===== src/rtl/risc_pkg.sv =====
// Shared ISA definitions for the 8-bit RISC CPU: opcodes, controller phases and
// the bundle of datapath control strobes.
package risc_pkg;

  localparam logic [2:0] OP_HLT = 3'd0;
  localparam logic [2:0] OP_SKZ = 3'd1;
  localparam logic [2:0] OP_ADD = 3'd2;
  localparam logic [2:0] OP_AND = 3'd3;
  localparam logic [2:0] OP_XOR = 3'd4;
  localparam logic [2:0] OP_LDA = 3'd5;
  localparam logic [2:0] OP_STO = 3'd6;
  localparam logic [2:0] OP_JMP = 3'd7;

  typedef enum logic [2:0] {
    PH_INST_ADDR  = 3'd0,
    PH_INST_FETCH = 3'd1,
    PH_INST_LOAD  = 3'd2,
    PH_IDLE       = 3'd3,
    PH_OP_ADDR    = 3'd4,
    PH_OP_FETCH   = 3'd5,
    PH_ALU_OP     = 3'd6,
    PH_STORE      = 3'd7
  } phase_e;

  typedef struct packed {
    logic halt;
    logic sel;
    logic rd;
    logic ld_ir;
    logic inc_pc;
    logic ld_pc;
    logic ld_ac;
    logic data_e;
    logic wr;
  } ctrl_t;

  // Opcodes that read an operand from memory and write the accumulator.
  function automatic logic is_aluop(input logic [2:0] op);
    return (op == OP_ADD) || (op == OP_AND) || (op == OP_XOR) || (op == OP_LDA);
  endfunction

endpackage


===== src/rtl/risc_ctrl_decode.sv =====
// Purely combinational decode of phase, opcode, zero flag and halt state into
// the datapath control strobes.
module risc_ctrl_decode
  import risc_pkg::*;
(
  input  phase_e      phase,
  input  logic [2:0]  opcode,
  input  logic        is_zero,
  input  logic        halted,
  output ctrl_t       ctrl
);

  logic aluop;

  always_comb begin
    ctrl  = '0;
    aluop = is_aluop(opcode);
    if (halted) begin
      ctrl.halt = 1'b1;
    end else begin
      unique case (phase)
        PH_INST_ADDR: ctrl.sel = 1'b1;
        PH_INST_FETCH: begin
          ctrl.sel = 1'b1;
          ctrl.rd  = 1'b1;
        end
        PH_INST_LOAD, PH_IDLE: begin
          ctrl.sel   = 1'b1;
          ctrl.rd    = 1'b1;
          ctrl.ld_ir = 1'b1;
        end
        PH_OP_ADDR: begin
          ctrl.inc_pc = 1'b1;
          ctrl.halt   = (opcode == OP_HLT);
        end
        PH_OP_FETCH: ctrl.rd = aluop;
        PH_ALU_OP: begin
          ctrl.rd     = aluop;
          ctrl.inc_pc = (opcode == OP_SKZ) && is_zero;
          ctrl.ld_pc  = (opcode == OP_JMP);
          ctrl.data_e = (opcode == OP_STO);
        end
        PH_STORE: begin
          ctrl.rd     = aluop;
          ctrl.ld_ac  = aluop;
          ctrl.ld_pc  = (opcode == OP_JMP);
          ctrl.wr     = (opcode == OP_STO);
          ctrl.data_e = (opcode == OP_STO);
        end
        default: ctrl = '0;
      endcase
    end
  end

endmodule


===== src/rtl/risc_controller.sv =====
// 8-phase instruction sequencer for the RISC CPU with a latched halt state.
// Define RISC_CTRL_STEP_EN to add a `step` input gating the advance out of phase 0.
module risc_controller
  import risc_pkg::*;
(
  input  logic       clk,
  input  logic       rst,
  input  logic [2:0] opcode,
  input  logic       is_zero,
`ifdef RISC_CTRL_STEP_EN
  input  logic       step,
`endif
  output logic       sel,
  output logic       rd,
  output logic       ld_ir,
  output logic       inc_pc,
  output logic       ld_pc,
  output logic       ld_ac,
  output logic       data_e,
  output logic       wr,
  output logic       halt,
  output logic [2:0] phase
);

  phase_e phase_q, phase_d;
  logic   halted_q, halted_d;
  logic   advance;
  ctrl_t  ctrl, ctrl_out;

  always_comb begin
    phase_d  = phase_q;
    halted_d = halted_q;
    advance  = 1'b0;
    if (!halted_q) begin
      if (phase_q == PH_OP_ADDR && opcode == OP_HLT) begin
        // Phase freezes at OP_ADDR for the lifetime of the halt.
        halted_d = 1'b1;
      end else begin
        advance = 1'b1;
`ifdef RISC_CTRL_STEP_EN
        if (phase_q == PH_INST_ADDR && !step) begin
          advance = 1'b0;
        end
`endif
      end
    end
    if (advance) begin
      phase_d = phase_e'(phase_q + 3'd1);
    end
  end

  always_ff @(posedge clk) begin
    if (rst) begin
      phase_q  <= PH_INST_ADDR;
      halted_q <= 1'b0;
    end else begin
      phase_q  <= phase_d;
      halted_q <= halted_d;
    end
  end

  risc_ctrl_decode u_decode (
    .phase   (phase_q),
    .opcode  (opcode),
    .is_zero (is_zero),
    .halted  (halted_q),
    .ctrl    (ctrl)
  );

  // Reset masks every strobe immediately, so an aborted STO never writes.
  always_comb begin
    ctrl_out = rst ? '0 : ctrl;
    phase    = rst ? 3'd0 : phase_q;
  end

  assign sel    = ctrl_out.sel;
  assign rd     = ctrl_out.rd;
  assign ld_ir  = ctrl_out.ld_ir;
  assign inc_pc = ctrl_out.inc_pc;
  assign ld_pc  = ctrl_out.ld_pc;
  assign ld_ac  = ctrl_out.ld_ac;
  assign data_e = ctrl_out.data_e;
  assign wr     = ctrl_out.wr;
  assign halt   = ctrl_out.halt;

endmodule


===== config.mk =====
export PLATFORM = sky130hd
export DESIGN_NAME = risc_controller
export DESIGN_NICKNAME = d
export VERILOG_FILES = /design/src/rtl/risc_pkg.sv /design/src/rtl/risc_ctrl_decode.sv /design/src/rtl/risc_controller.sv
export SDC_FILE = /design/constraint.sdc
export NUM_CORES = 1
export LEC_CHECK = 0
export ABC_AREA = 0
export CAP_MARGIN = 15
export CORE_AREA = 2 2 39 41
export DETAILED_ROUTE_END_ITERATION = 6
export DIE_AREA = 0 0 41 43
export GPL_TIMING_DRIVEN = 0
export PLACE_DENSITY = 0.65
export SLEW_MARGIN = 10
export SYNTH_ARGS = -nofsm -noshare
export SYNTH_HDL_FRONTEND = slang
export SYNTH_SLANG_ARGS = --single-unit
export TNS_END_PERCENT = 20

===== constraint.sdc =====
create_clock -name clk -period 3.8 [get_ports clk]
set_clock_uncertainty 0.1 [all_clocks]
set_input_delay 0.57 -clock clk [delete_from_list [all_inputs] [get_ports clk]]
set_output_delay 0.57 -clock clk [all_outputs]
set_load 0.1 [all_outputs]

After elaboration in Yosys (flattened, before gate mapping):

Cells that the tools add are included.

* add/subtract/negate cells: 1
* equality and inequality tests: 14
* mux-type cells: 17
* reductions and logical operators: 12

Operators by type and width (number)
* $eq A3 B3 Y1 const B: 8
* $eq A3 B2 Y1 const B: 4
* $mux W1: 12
* $mux W9: 1
* $mux W8: 1
* $eq A3 B1 Y1 const B: 2
* $logic_not A3 Y1: 2
* $reduce_or A3 Y1: 2
* $pmux W1 S2: 2
* $reduce_or A2 Y1: 2
* $reduce_or A4 Y1: 1
* $add A3 B1 Y3 const B: 1
* $logic_or A1 B1 Y1: 3
* $mux W3: 1
* $logic_and A1 B1 Y1: 2

* input port bits: 6
* output and inout bits: 12
* word-level logic and storage cells: 46
* register bits: 4

Longest topological paths before layout:

* depth in word-level cells: 7
* gate-level depth with buffers: 5
* gate-level depth less buffers: 5

Cells and area by module:

From an unflattened synthesis, not the netlist that was laid out.

* cell total of the unflattened synthesis: 60
* area total of the unflattened synthesis: 480.5 µm²

Modules (own cells, without submodules)
* risc_controller: instances 1, seq. area each 80.1 µm², cells an instance 42, area each 360.3 µm²
* risc_ctrl_decode: instances 1, seq. area each 0.0 µm², cells an instance 18, area each 120.1 µm²

Least setup slack after synthesis:

OpenSTA, ideal clock, no wires.

* path type: input-to-output
* from: input rst
* to: output ld_ir
* data required time: 3130 ps
* stages: 3
* buffers on the path: 1
* setup slack: -705 ps
* arrival: 3835 ps
* cell sequence: clkbuf_1 -> nor3_1 -> and2_1

* longest elaborated chain between the ends: 1

Ends and longest elaborated chain
* start: declaration: RTL line risc_controller.sv:7 `input logic rst,`
* $mux W9: RTL line risc_controller.sv:72 `ctrl_out = rst ? '0 : ctrl;`
* end: declaration: RTL line risc_controller.sv:15 `output logic ld_ir,`

No other way between the ends.

Worst setup path in the final report:

* from: input opcode[0]
* to: output halt

* longest elaborated chain between the ends: 4

Ends and longest elaborated chain
* start: declaration: RTL line risc_controller.sv:8 `input logic [2:0] opcode,`
* $logic_not A3 Y1: RTL line risc_ctrl_decode.sv:34 `ctrl.halt = (opcode == OP_HLT);`
* $mux W1: RTL line risc_ctrl_decode.sv:21 `unique case (phase)`
* $mux W1: RTL line risc_ctrl_decode.sv:18 `if (halted) begin`
* $mux W9: RTL line risc_controller.sv:72
* end: declaration: RTL line risc_controller.sv:21 `output logic halt,`

No other way between the ends.

==> metrics.txt <==
fin crit share 0.9453; grt total ovfl 0; initial antenna violation count 0; nets@finish 86; I/O Buffers 17; Final Util 0.4584; post-DR wirelength/cell 11.45 um; routed vias 439; crit-path max FO 5; Slew headroom 0.3536; die area ~0.0018 mm^2; Crit. End Element output pin; Core Area 0.001384 mm^2; Hold Vio Cnt, Final 0; hold path endpoint phase_q[1]; reg-to-reg startpoint phase_q[1]; crit path kind in -> out; TNS Setup 0 ps; CTS tree built; buffers and inverters on the worst path 2; largest area contributor in the netlist dfxtp_1; ys async rst share 0; Register Area ~80 um^2; fmax roughly 280 MHz; Site Rows 14; vias in the first global route 397; Die W roughly 40 um; overall global routing resource usage 0.1347; post-synthesis cell type count 29; Synth Net Count between 60 and 70; Final min period 3592 ps; # resized after CTS 0; mean post-synth cell area 8.013 um^2; RSZ-0062 raised after global routing no; first-pass GRT wire length 1580 um; Initial Utilization 0.3011; hold_buf cts 0; number of synthesized register bits 4; worst path arrival time just under 3000 ps; Max stage delay cell, worst path clkdlybuf4s50_1; P&R area growth vs syn 52.25%; DP HPWL 745.1 um; CP max stage delay 1130 ps; Clk Latency, worst-skew pair 230 ps; leak pwr 0.0002575 uW; Worst-path clk slew 30 ps; First-pass DRT Iterations 4; Seq/Total Area, Yosys 0.1922; vias per inst 4.989; hold path cells 2; CTS Sinks 4; Post-synth EDFFs 0; largest net degree at the start of global routing 11; Num CTS Buffers 3; post-CTS setup buffers 0; Fillers around 150; power per cell area 809.4 mW/mm^2; CP most frequent cell clkdlybuf4s50_1; startpoint types primary input; Die H 43 um; IO Count 18; Max clock buf depth 2; Primary FF master, synth dfxtp_1; Root Driver clkbuf_4; CP required 3130 ps; total power draw ~510 uW; HP Start phase_q[1]; Cells after Synth 52; crit path cell chain clkdlybuf4s50_1 -> nor4b_4 -> a21oi_1 -> nor2_1 -> clkdlybuf4s50_1; diodes inserted 0; DRC 0; commonest non-fill, non-tap cell in the layout clkdlybuf4s50_1; most frequent cells in the layout 17 x clkdlybuf4s50_1, 8 x nor2_1, 6 x ha_1; gpl congestion between 0.7 and 0.8; reg2reg path depth 5; Hold WC Path Type reg -> reg; DRT Wirelength approximately 1000 um; Multi-input gate area 316.6 um^2; Reg2Reg Setup Slack 2190 ps; H-tree lvl count 1; Largest delay share family, worst path buffers and inverters; outcome finished clean; reg2reg end phase_q[1]; final setup fails 0; layout cells sized above 1 0.1250; peak supply drop around 0.00032 V; area share of the largest cell type after synthesis 0.1922; max-slew violations 0; max-cap viol count 0; DRT antenna net count 0; Synth Cell Area 416.7 um^2; yosys warns 0; Initial DRC Count 5; actual slew at the worst max-slew pin approximately 970 ps; Area contributors post-synth dfxtp_1 19%, ha_1 18%, nor2_1 7.2%
==> power breakdown <==
part           switching [uW]  internal (uW)
logic                     264            118
registers                20.9           59.4
clock network            16.2           35.2
==> cells by family (layout without fill, tap and decap cells) <==
logic type,after synthesis,in the layout,share of synthesized area
and+or+nand+nor,26,26,0.3724
AOI/OAI and AO/OA,8,8,0.1502
adders and majority gates,6,6,0.1802
buffers and inverters,6,26,0.06003
DFF,4,4,0.1922
xor gates and xnor gates,1,1,0.02102
muxes,1,1,0.02402
==> registers in the layout (all words and copies together) (netlist names) <==
register and flops:
phase_q 3, halted_q 1
==> cells in the mapped netlist, types with 2 or more instances <==
cell	n
a21oi_1	2
ha_1	6
dfxtp_1	4
nand2_1	2
nand3_1	3
inv_1	3
nor3_1	3
nor2_1	8
==> metal layers <==
metal / global-route usage / share of wire / vias to the layer above
li1: - / - / 233
met2: 0.1719 / 0.46 / 11
met4: 0.1267 / 0.025 / 0
met5: 0 / 0 / -
met3: 0.04188 / 0.044 / 4
met1: 0.1677 / 0.47 / 191
==> worst max-delay path by stage <==
| stage | start | end | slack, ps | depth (start not counted) |
|---|---|---|---|---|
| 2_1_floorplan | rst | inc_pc | -550 | 2 |
| 3_3_place_gp | opcode[0] | halt | 210 | 5 |
| 3_5_place_dp | opcode[0] | halt | 230 | 5 |
| 4_1_cts | opcode[0] | halt | 210 | 5 |
| 5_1_grt | opcode[0] | halt | 100 | 5 |
| 6_report | opcode[0] | halt | 210 | 5 |
==> metrics by stage <==
stage	hold WS [ps]	area, um^2	worst slack [ps]	std cells
after floorplan	446.3	421.7	-553.7	52
after global placement	517.3	611.8	208.5	85
after detailed placement	510.8	611.8	226.5	85
after CTS	525.4	634.4	207.3	88
after global routing	576.4	634.4	103.1	88
final	517.3	634.4	207.8	88
==> worst min-delay path, cell delays in order, from the launching register on <==
cell	delay, ps
dfxtp_1	360
nand4b_1	130
nand3_1	70
==> final cells by class <==
| class | instances | area share |
|---|---|---|
| flip-flops and latches | 4 | 0.1262 |
| well taps | 16 | 0.03156 |
| clock buffers | 3 | 0.03550 |
| inverters | 3 | 0.01775 |
| multi-input cells | 42 | 0.4990 |
| repair buffers | 17 | 0.2682 |
| plain buffers | 3 | 0.02170 |
Power figures use the tool's default switching activity.
==> edit 1 (same settings) <==
Make the reset (`rst`) asynchronous in one clocked block.
--- a/src/rtl/risc_controller.sv
+++ b/src/rtl/risc_controller.sv
@@ -50,5 +50,5 @@
   end
 
-  always_ff @(posedge clk) begin
+  always_ff @(posedge clk or posedge rst) begin
     if (rst) begin
       phase_q  <= PH_INST_ADDR;
Formal check against the unedited RTL: same outputs for any inputs over 10 cycles, from zero or initial values and one cycle with rst high; that may be too few to reach the edited logic, so the function may still have changed.
==> edit 1 against the original RTL <==
- power shrank 4.3%
- non-clock buffer count down 3
- setup slack improved by 0.031 ns
- routed wire length is 19% lower
- via count shrank 18%
- final cell count down 13%
- design area fell by 7.9%
- global-route usage is 1.9 points lower
- synthesized area fell by 11%
- sequential cell count unchanged
- critical endpoint is now ld_pc
==> edit 1: results (changes against the original RTL) <==
| Metric | Value |
|---|---|
| Pre-CTS setup slack | 0.2406 ns (+0.01415 ns) |
| TritonRoute pass-1 iters | 4 (unchanged) |
| First-pass GRT wire length | 1366 um (-14%) |
| Cell count after synthesis | 41 (-21%) |
| Hold EP | phase_q[2] |
| Diodes inserted | 0 (unchanged) |
| Drt total wl | 818 um (-19%) |
| Share of cells above drive strength 1 | 11.48% (-1.0 points) |
| WL/cell | 10.62 um (-7.3%) |
| Met3 Routed Length | 67 um (+52%) |
| GR Layer Usage met3 | 3.665% (-0.52 points) |
| Worst-path fanout max | 7 (+2) |
| Syn_nets | 53 (-17%) |
| CTS HTree Levels | 1 (unchanged) |
| Static leakage power | 0.2530 nW (-1.7%) |
| Worst hold path cell count | 1 (-1) |
| Setup Fix Bufs, Post-CTS | 0 (unchanged) |
| Sw Pwr | 0.2876 mW (-4.5%) |
| Top post-synthesis cells by count | 6 x ha_1, 6 x inv_1, 5 x nor2_1 |
| GRT met1 Usage | 13.03% (-3.7 points) |
| Highest Signal Layer | met3 |
| Worst setup endpoint | ld_pc |
| Hold path startpoint | halted_q |
| Synthesis-to-layout area growth | 57.24% |
| Status | finished, final reports clean |
| Filler cells | 158 (+6.8%) |
| Hold WS | 0.5088 ns (-0.008472 ns) |
| DP Wirelength | 625.8 um (-16%) |
| Synth top area cells | dfrtp_1 27%, ha_1 20%, a41oi_4 7.4%, inv_1 6.1%, nor2_1 5.1% |
| Maximum vdd ir drop | 0.3576 mV (+13%) |
| Mux cell area share after synthesis | 4.040% (+1.6 points) |
| XOR/XNOR Fraction of Synth Area | 4.714% (+2.6 points) |
| Slew @ Worst Pin | 0.9762 ns (+0.009553 ns) |
| Crit path from | rst |
| DRT iter0 DRCs | 6 (+1) |
| Arrival time at the worst endpoint | 2.89 ns (-0.03 ns) |
| Fraction of registers with async set/reset | 100.0% (+100 points) |
| Adder-Cell Fraction of Synth Area | 20.20% (+2.2 points) |
| Synth Flop Type | dfrtp_1 |
| Routed vias/inst | 4.649 (-6.8%) |
| Met2 wire length | 387 um (-16%) |
| Vias in the first global route | 348 (-12%) |
| Routability cong. | 0.7287 (-8.8%) |
| Inst Count DP | 74 (-13%) |
| Synth Area in Compound Gates | 14.14% (-0.87 points) |
| DP Area | 561.8 um^2 (-8.2%) |
| F_max | 280.8 MHz (+0.87%) |
| FF-to-FF End | phase_q[1] |
| Reg2reg path depth | 4 (-1) |
| Number of library cell types mapped by synthesis | 18 (-38%) |
| Nets | 75 (-13%) |
| Seq/Total Area, Yosys | 26.94% (+7.7 points) |
| Worst reg2reg startpoint | phase_q[1] |
| Met1 wire length | 363 um (-24%) |
| Pin count of the biggest net entering global routing | 8 (-3) |
==> edit 1: kinds of logic after synthesis <==
group,Yosys count
fa+ha+maj,6
simple gates,18
xor+xnor,2
mux,1
compound gates,4
buf+inv,6
flops,4
==> edit 1: power by group through the flow <==
stage                     clock, mW  sequential, mW  combinational [mW]
after floorplan                   0          0.0893               0.277
after global placement            0          0.0957               0.346
after detailed placement          0          0.0956               0.347
after CTS                    0.0543          0.0957               0.350
after global routing         0.0595           0.100               0.367
final                        0.0509          0.0950               0.346
==> edit 1: final cells by class <==
cell class | instances | share of cell area [%]
flip-flops and latches | 4 | 17.13
clock buffers | 3 | 3.854
inverters | 6 | 3.854
well taps | 16 | 3.426
repair buffers | 17 | 29.12
multi-input cells | 31 | 42.61
==> edit 1: critical path: stages <==
cell             delay, ns
clkdlybuf4s50_1       0.52
nor2_2                0.24
nand2_1               0.13
nor4_1                0.25
clkdlybuf4s50_1       1.18
==> edit 2 (same settings) <==
Made on the original files. The option `RISC_CTRL_STEP_EN` is turned on by a define.
--- a/src/rtl/risc_controller.sv
+++ b/src/rtl/risc_controller.sv
@@ -1,4 +1,6 @@
 // 8-phase instruction sequencer for the RISC CPU with a latched halt state.
 // Define RISC_CTRL_STEP_EN to add a `step` input gating the advance out of phase 0.
+`define RISC_CTRL_STEP_EN
+
 module risc_controller
   import risc_pkg::*;
Ports: changed (added step); port bits go from 18 to 19. No check against the original RTL was run, so the function may have changed too.
==> edit 2 against the original RTL <==
- non-clock buffer count fell by 2
- synthesized area shrank 5.1%
- via count shrank 8.4%
- first-iteration DRC count fell by 40%
- sequential cell count did not move
- sequential share of layout area rose by 0.44 points
- design area down 3.4%
- setup slack gained 0.16 ns
- die area unchanged
- routed wire length shrank 10%
- power shrank 32%
==> edit 2: results (changes against the original RTL) <==
| Metric | Value |
|---|---|
| Gr usage total | 11.35% (-2.1 points) |
| Pin count of the biggest net entering global routing | 11 (unchanged) |
| Static leakage power | 0.2473 nW (-4.0%) |
| Slew Limit Headroom | 35.39% (about the same) |
| Worst-skew pair later-pin latency | 0.23 ns (about the same) |
| CTS HTree Levels | 1 (unchanged) |
| Worst-path fanout max | 3 (-2) |
| Worst Hold Class | in -> reg |
| Synth Flop Type | dfxtp_1 |
| Fraction of registers with async set/reset | 0% (unchanged) |
| Share of cells above drive strength 1 | 20.00% (+7.5 points) |
| Deepest clock path buffer count | 2 (unchanged) |
| TritonCTS buffer count | 3 (unchanged) |
| IO Port Bufs | 17 (unchanged) |
| DRT iter0 DRCs | 3 (-2) |
| Syn_nets | 63 (-1.6%) |
| Clk slew on worst S/H paths | around 0.04 ns |
| Seq/Total Area, Yosys | 20.25% (+1.0 points) |
| Top Registers | phase_q: 3 flops, halted_q: 1 flops |
| Initial antenna violation count | 0 (unchanged) |
| Synth top area cells | dfxtp_1 20%, ha_1 19%, nor2_1 6.6%, mux2_2 5.7%, inv_1 4.7% |
| Top post-synthesis cells by count | 7 x nor2_1, 6 x ha_1, 5 x inv_1 |
| DP Wirelength | 741 um (-0.55%) |
| Arrival time at the worst endpoint | 2.76 ns (-0.16 ns) |
| Reg2Reg Setup Slack | 2.17 ns (-0.02 ns) |
| Routability cong. | 0.7187 (-10%) |
| Reg2reg path depth | 6 (+1) |
| Cell count after synthesis | 50 (-3.8%) |
| PostCTS Resize Cnt | 0 (unchanged) |
| Status | finished, final reports clean |
| Drt total wl | 905 um (-10%) |
| First-pass GRT wire length | 1373 um (-13%) |
| Vias in the first global route | 345 (-13%) |
| Diodes inserted | 0 (unchanged) |
| Number of library cell types mapped by synthesis | 24 (-17%) |
| Inst Count DP | 83 (-2.4%) |
| TritonRoute pass-1 iters | 4 (unchanged) |
| Worst hold path cell count | 2 (unchanged) |
| Nets | 85 (-1.2%) |
| Total gr overflow | 0 (unchanged) |
| Filler cells | 145 (-2.0%) |
| Total number of vias | 402 (-8.4%) |
| Routed vias/inst | 4.674 (-6.3%) |
| Root Driver | clkbuf_4 |
| Setup Fix Bufs, Post-CTS | 0 (unchanged) |
| P_int | 0.1612 mW (-24%) |
| Maximum vdd ir drop | 0.2911 mV (-8.4%) |
edit 2: cell count changes after synthesis, moves of 2 or more:
| cell | delta |
|---|---|
| nand3_1 | -3 |
| inv_1 | +2 |
| mux2_2 | +2 |
| nand2_1 | +2 |
| nor2_2 | +2 |
edit 2: through the flow:
stage	setup WS (ns)	instance area, um^2	utilization (%)	hold slack, ns
2_1_floorplan	0.09540	400.4	-	0.4324
3_3_place_gp	0.3655	590.6	42.68	0.4561
3_5_place_dp	0.3553	590.6	42.68	0.4711
4_1_cts	0.3388	613.1	44.30	0.4527
5_1_grt	0.2767	613.1	44.30	0.4659
6_report	0.3653	613.1	44.30	0.4550
edit 2: worst paths after layout:
check / startpoint / to
worst min register to register: halted_q / halted_q
worst max register to register: phase_q[0] / phase_q[1]
worst min-delay path: rst / halted_q
worst max-delay path: opcode[2] / rd
edit 2: layout make-up:
cell class | instances | share of cell area (%)
clock buffers | 3 | 3.673
flip-flops and latches | 4 | 13.06
well taps | 16 | 3.265
repair buffers | 17 | 27.76
plain buffers | 1 | 1.837
inverters | 5 | 3.061
multi-input cells | 40 | 47.35
edit 2: metal layers:
| metal | global-route usage, % | wire, um | up-vias |
|---|---|---|---|
| met2 | 17.19 | 403 | 22 |
| met1 | 13.83 | 392 | 172 |
| met4 | 8.000 | 0 | 0 |
| met3 | 1.571 | 110 | 0 |
| li1 | - | - | 208 |
| met5 | 0 | 0 | - |
edit 2: critical path, cell delays in order:
cell,delay (ns)
clkdlybuf4s50_1,0.51
xor2_1,0.23
o22ai_1,0.11
a21boi_0,0.18
clkdlybuf4s50_1,1.16
edit 2: power groups by stage:
stage | sequential (mW) | clock, mW | combinational, mW
global placement | 0.0659 | 0 | 0.232
CTS | 0.0658 | 0.0547 | 0.234
global route | 0.0676 | 0.0552 | 0.247
finish | 0.0655 | 0.0514 | 0.232
detailed placement | 0.0665 | 0 | 0.233
floorplan | 0.0633 | 0 | 0.184
edit 2: cells by family after synthesis:
family | after synthesis | share of synthesized area, %
buffers and inverters | 6 | 7.595
adder cells (fa/ha/maj) | 6 | 18.99
AO/OA/AOI/OAI | 7 | 11.08
flip-flops | 4 | 20.25
multiplexers | 2 | 5.696
AND/OR/NAND/NOR | 24 | 34.18
XOR/XNOR | 1 | 2.216
